$ cat src/rtl/alu_flag_sequencer.sv
// Single-op ALU sequencer: condition check against NZCV, fixed-latency launch, writeback and flag commit.
// Optional WB-cycle accept with flag forwarding under `ALU_FLAG_SEQ_FWD_EN.
module alu_flag_sequencer #(
  parameter int ALU_LAT = 1
) (
  input  logic       clk,
  input  logic       rst_n,
  input  logic       op_valid,
  output logic       op_ready,
  input  logic [3:0] op_cond,
  input  logic       op_s,
  output logic       alu_go,
  output logic       alu_cin,
  input  logic [3:0] alu_new_flag,
  input  logic       flag_wr_en,
  input  logic [3:0] flag_wr_data,
  output logic       wb_valid,
  output logic       wb_en,
  output logic [3:0] flags
);

  localparam logic [1:0] S_IDLE = 2'd0;
  localparam logic [1:0] S_SKIP = 2'd1;
  localparam logic [1:0] S_EXEC = 2'd2;
  localparam logic [1:0] S_WB   = 2'd3;

  localparam logic [3:0] LAT4 = 4'(ALU_LAT);

  logic [1:0] state;
  logic [3:0] cnt;
  logic       s_lat;
  logic [3:0] eval_flags;
  logic       cond_ok;
  logic       accept;

  function automatic logic cond_pass(input logic [3:0] c, input logic [3:0] f);
    logic n, z, cf, v;
    n  = f[3];
    z  = f[2];
    cf = f[1];
    v  = f[0];
    case (c)
      4'd0:    cond_pass = z;
      4'd1:    cond_pass = !z;
      4'd2:    cond_pass = cf;
      4'd3:    cond_pass = !cf;
      4'd4:    cond_pass = n;
      4'd5:    cond_pass = !n;
      4'd6:    cond_pass = v;
      4'd7:    cond_pass = !v;
      4'd8:    cond_pass = cf & !z;
      4'd9:    cond_pass = !cf | z;
      4'd10:   cond_pass = (n == v);
      4'd11:   cond_pass = (n != v);
      4'd12:   cond_pass = !z & (n == v);
      4'd13:   cond_pass = z | (n != v);
      4'd14:   cond_pass = 1'b1;
      default: cond_pass = 1'b0;
    endcase
  endfunction

`ifdef ALU_FLAG_SEQ_FWD_EN
  // An op accepted in WB must see the flags the completing op is about to commit.
  assign eval_flags = (state == S_WB && s_lat) ? alu_new_flag : flags;
  assign op_ready   = (state == S_IDLE || state == S_WB) && !flag_wr_en;
`else
  assign eval_flags = flags;
  assign op_ready   = (state == S_IDLE) && !flag_wr_en;
`endif

  assign accept   = op_valid & op_ready;
  assign cond_ok  = cond_pass(op_cond, eval_flags);
  assign alu_go   = (state == S_EXEC) && (cnt == LAT4);
  assign wb_valid = (state == S_SKIP) || (state == S_WB);
  assign wb_en    = (state == S_WB);

  always_ff @(posedge clk or negedge rst_n) begin
    if (!rst_n) begin
      state   <= S_IDLE;
      cnt     <= 4'd0;
      s_lat   <= 1'b0;
      alu_cin <= 1'b0;
      flags   <= 4'b0000;
    end else begin
      case (state)
        S_IDLE: if (flag_wr_en) flags <= flag_wr_data;
        S_SKIP: state <= S_IDLE;
        S_EXEC: begin
          cnt <= cnt - 4'd1;
          if (cnt == 4'd1) state <= S_WB;
        end
        default: begin
          if (s_lat) flags <= alu_new_flag;
          state <= S_IDLE;
        end
      endcase
      // Accept overrides the state update above; only reachable from IDLE (or WB when forwarding).
      if (accept) begin
        s_lat   <= op_s;
        alu_cin <= eval_flags[1];
        if (cond_ok) begin
          state <= S_EXEC;
          cnt   <= LAT4;
        end else begin
          state <= S_SKIP;
        end
      end
    end
  end

endmodule

$ cat config.mk
export PLATFORM = sky130hd
export DESIGN_NAME = alu_flag_sequencer
export DESIGN_NICKNAME = d
export VERILOG_FILES = /design/src/rtl/alu_flag_sequencer.sv
export SDC_FILE = /design/constraint.sdc
export NUM_CORES = 1
export LEC_CHECK = 0
export CAP_MARGIN = 20
export CORE_ASPECT_RATIO = 0.5
export CORE_UTILIZATION = 30
export DETAILED_ROUTE_END_ITERATION = 8
export PLACE_DENSITY_LB_ADDON = 0.2
export SLEW_MARGIN = 40
export SYNTH_ARGS = -nofsm -noshare
export SYNTH_HDL_FRONTEND = slang
export SYNTH_SLANG_ARGS = --single-unit
$ cat constraint.sdc
create_clock -name clk -period 2.7 [get_ports clk]
set_input_delay 0.405 -clock clk [delete_from_list [all_inputs] [get_ports clk]]
set_output_delay 0.405 -clock clk [all_outputs]
set_load 0.1 [all_outputs]
==> flow_summary.html <==
<table>
<tr><th>Metric</th><th>Value</th></tr>
<tr><th colspan="2">Worst hold path</th></tr>
<tr><td>Worst min-delay path endpoint</td><td>s_lat</td></tr>
<tr><td>Worst Hold Launch</td><td>s_lat</td></tr>
<tr><td>Number of cells traversed by the worst hold path</td><td>2</td></tr>
<tr><td>Worst min path class</td><td>reg -&gt; reg</td></tr>
<tr><th colspan="2">Critical path</th></tr>
<tr><td>Cells on worst reg2reg path</td><td>7</td></tr>
<tr><td>Cells along the critical path</td><td>inv_1, ha_1, nand2b_1, nor2_1, buf_4</td></tr>
<tr><td>Delay of the slowest cell on the worst path</td><td>0.42 ns</td></tr>
<tr><td>Classification of the worst setup path</td><td>reg -&gt; out</td></tr>
<tr><td>Cell type group with the largest total delay on the critical path</td><td>flip-flops</td></tr>
<tr><td>Buffer and inverter count on the worst path</td><td>2</td></tr>
<tr><td>Endpoint of the most critical register-to-register path</td><td>state[0]</td></tr>
<tr><td>Required time of the worst setup path</td><td>2.30 ns</td></tr>
<tr><td>Start of the worst register-to-register path</td><td>state[0]</td></tr>
<tr><td>Endpoint kind of the worst setup timing path</td><td>output port</td></tr>
<tr><td>Nature of the critical path startpoint</td><td>flip-flop</td></tr>
<tr><td>Register-to-Register Setup Slack</td><td>0.98 ns</td></tr>
<tr><td>Max stage delay cell, worst path</td><td>dfrtp_1</td></tr>
<tr><td>Critical path peak fanout</td><td>5</td></tr>
<tr><td>CP Data Arrival Time</td><td>1.58 ns</td></tr>
<tr><th colspan="2">Cells and area</th></tr>
<tr><td>Filler cells</td><td>281</td></tr>
<tr><td>Most used cells in the layout excluding fill and tap cells</td><td>16 x clkdlybuf4s50_1, 14 x nand2_1, 12 x nor2_1, 12 x dfrtp_1, 10 x buf_4</td></tr>
<tr><td>Final antenna diode count</td><td>0</td></tr>
<tr><td>Share of post-route cells with drive strength above 1</td><td>0.147</td></tr>
<tr><td>Most common library cell in the layout ignoring fill and taps</td><td>clkdlybuf4s50_1</td></tr>
<tr><td>Area growth from synthesis to layout</td><td>34.1%</td></tr>
<tr><td>Final nets</td><td>154</td></tr>
<tr><th colspan="2">Yosys</th></tr>
<tr><td>Gate count of the mapped netlist</td><td>103</td></tr>
<tr><td>Proportion of synthesized flip-flops having asynchronous set or reset</td><td>1.00</td></tr>
<tr><td>Post-synthesis area per instance</td><td>8.88 sq um</td></tr>
<tr><td>Mapped cell area</td><td>915 sq um</td></tr>
<tr><td>Synthesized Nets</td><td>127</td></tr>
<tr><td>Leading register cell type out of synthesis</td><td>dfrtp_1</td></tr>
<tr><td>YS warnings</td><td>0</td></tr>
<tr><td>Count of flip-flops with a built-in enable after synthesis</td><td>0</td></tr>
<tr><td>Count of different cell masters after synthesis</td><td>36</td></tr>
<tr><td>Register bit count reported by yosys</td><td>12</td></tr>
<tr><td>Post-synthesis sequential area ratio</td><td>0.328</td></tr>
<tr><th colspan="2">Placed design</th></tr>
<tr><td>Estimated wirelength of the detail-placed design</td><td>1530 microns</td></tr>
<tr><td>Global placer's final weighted congestion</td><td>0.768</td></tr>
<tr><td>Number of buffer cells added on primary ports</td><td>25</td></tr>
<tr><th colspan="2">Floorplanning</th></tr>
<tr><td>Die W</td><td>80.1 microns</td></tr>
<tr><td>Core area</td><td>0.00273 sq mm</td></tr>
<tr><td>Top-level port count</td><td>26</td></tr>
<tr><td>Initial standard-cell utilization of the core</td><td>0.335</td></tr>
<tr><td>Number of rows created at floorplan</td><td>13</td></tr>
<tr><td>Die Area</td><td>0.00329 sq mm</td></tr>
<tr><td>Chip Height</td><td>41.0 microns</td></tr>
<tr><th colspan="2">STA</th></tr>
<tr><td>Transition time at the pin with the least slew margin</td><td>0.582 ns</td></tr>
<tr><td>Highest clock rate</td><td>503 MHz</td></tr>
<tr><td>Final min period</td><td>1.99 ns</td></tr>
<tr><td>Final Skew</td><td>0.00309 ns</td></tr>
<tr><td>Setup repair after global routing missed its margin</td><td>no</td></tr>
<tr><td>Worst relative slew slack</td><td>0.611</td></tr>
<tr><td>Max-slew violation count</td><td>0</td></tr>
<tr><td>Setup violators final</td><td>0</td></tr>
<tr><td>Final Hold Violating Endpoints</td><td>0</td></tr>
<tr><td>Total Neg Setup Slack</td><td>0 ns</td></tr>
<tr><td>Part of the cycle the worst path needs</td><td>0.737</td></tr>
<tr><th colspan="2">Global routing</th></tr>
<tr><td>Pin count of the biggest net entering global routing</td><td>13</td></tr>
<tr><td>GRT Residual Overflow</td><td>0</td></tr>
<tr><td>Vias in the first global route</td><td>700</td></tr>
<tr><td>Global-route usage over all layers</td><td>0.141</td></tr>
<tr><td>First-pass GRT wire length</td><td>3220 microns</td></tr>
<tr><td>Initial antenna violation count</td><td>0</td></tr>
<tr><th colspan="2">Route</th></tr>
<tr><td>Via density per instance</td><td>4.63</td></tr>
<tr><td>TritonRoute pass-1 iters</td><td>4</td></tr>
<tr><td>Total wirelength of the detailed-routed design</td><td>1900 microns</td></tr>
<tr><td>Starting DRC count in detailed routing</td><td>29</td></tr>
<tr><td>Routed wirelength normalized by instance count</td><td>11.4 microns</td></tr>
<tr><td>Total vias in the final route</td><td>768</td></tr>
<tr><td>Number of DRC violations after detailed routing</td><td>0</td></tr>
<tr><td>Count of nets left with antenna violations after detail routing</td><td>0</td></tr>
<tr><th colspan="2">Clock tree</th></tr>
<tr><td>Post-CTS Setup Inserts</td><td>0</td></tr>
<tr><td>Number of gates given a new drive strength after cts</td><td>0</td></tr>
<tr><td>CTS tree</td><td>yes</td></tr>
<tr><td>Maximum root-to-sink buffer count</td><td>2</td></tr>
<tr><td>Number of buffers inserted during clock tree synthesis</td><td>3</td></tr>
<tr><td>Library cell used as clock root buffer</td><td>clkbuf_8</td></tr>
<tr><td>CTS hold repair buffers</td><td>0</td></tr>
<tr><td>Clock latency on the worst-skew pair</td><td>0.24 ns</td></tr>
<tr><td>Clock transition at the registers of the reported paths</td><td>0.06 ns</td></tr>
<tr><td>Htree depth</td><td>1</td></tr>
<tr><td>Count of clock tree sinks</td><td>12</td></tr>
<tr><th colspan="2">Run status</th></tr>
<tr><td>Run status</td><td>finished clean</td></tr>
<tr><th colspan="2">Run</th></tr>
<tr><td>Total of max-cap violations</td><td>0</td></tr>
</table>
worst max path at each step:
stage | startpoint | to | slack, ns | cells past startpoint
finish | state[0] | alu_go | 0.71 | 5
global route | state[0] | alu_go | 0.64 | 5
CTS | state[0] | alu_go | 0.69 | 5
detailed placement | op_cond[2] | cnt[0] | 0.55 | 6
global placement | op_cond[2] | cnt[0] | 0.55 | 6
floorplan | state[0] | alu_go | 0.23 | 4
synthesized netlist by cell type, types with 2 or more instances:
library cell | count | share of area
xnor2_1 | 4 | 0.038
nor3b_1 | 2 | 0.016
a21oi_1 | 5 | 0.027
a22o_1 | 2 | 0.019
nor3_1 | 2 | 0.011
buf_2 | 2 | 0.011
xor2_1 | 2 | 0.019
buf_4 | 2 | 0.016
dfrtp_1 | 12 | 0.33
ha_1 | 7 | 0.096
nor2_1 | 12 | 0.049
nand2b_1 | 2 | 0.014
nand2_1 | 14 | 0.057
mux2i_1 | 8 | 0.088
inv_1 | 6 | 0.025
worst register-to-register path: stages, from the launching register on:
cell,delay [ns]
dfrtp_1,0.42
inv_1,0.13
ha_1,0.18
and2b_1,0.15
nand2_1,0.15
a21o_1,0.23
a22o_1,0.18
a31o_1,0.18
state kept, by name, summed over array words and instances, names as in the netlist:
register / flops
cnt: 4
s_lat: 1
state: 2
flags: 4
alu_cin: 1
metal layers:
metal  vias up  GRT usage  wire [microns]  share of wire
met3         2     0.0400              55          0.029
li1        406          -               -              -
met4         0     0.0536              21          0.011
met5         -          0               0              0
met2        15      0.231             797           0.42
met1       345      0.182            1020           0.54
layout make-up:
class / count / area [sq um] / share of cell area
clock buffers: 4 / 55.1 / 0.0449
inverters: 6 / 22.5 / 0.0184
multi-input cells: 81 / 567 / 0.462
flip-flops and latches: 12 / 300 / 0.245
well taps: 37 / 46.3 / 0.0378
repair buffers: 26 / 235 / 0.192
metrics by stage:
step | cell area [sq um] | worst slack (ns) | instances | util | hold WS [ns]
final | 1230 | 0.711 | 166 | 0.449 | 0.474
after global routing | 1230 | 0.640 | 166 | 0.449 | 0.512
after CTS | 1230 | 0.694 | 166 | 0.449 | 0.481
after detailed placement | 1170 | 0.548 | 162 | 0.429 | 0.467
after global placement | 1170 | 0.554 | 162 | 0.429 | 0.460
after floorplan | 915 | 0.226 | 103 | - | 0.109
logic make-up after synthesis:
group           after synthesis  share of synthesized area
xor+xnor                      6                     0.0575
flops                        12                      0.328
fa+ha+maj                     7                     0.0958
buf+inv                      10                     0.0520
compound gates               17                      0.141
mux                           8                     0.0876
simple gates                 43                      0.238
Power is left out: the tool's default activity adds up to more than one toggle a clock period on the data nets, which glitch-free logic cannot reach.
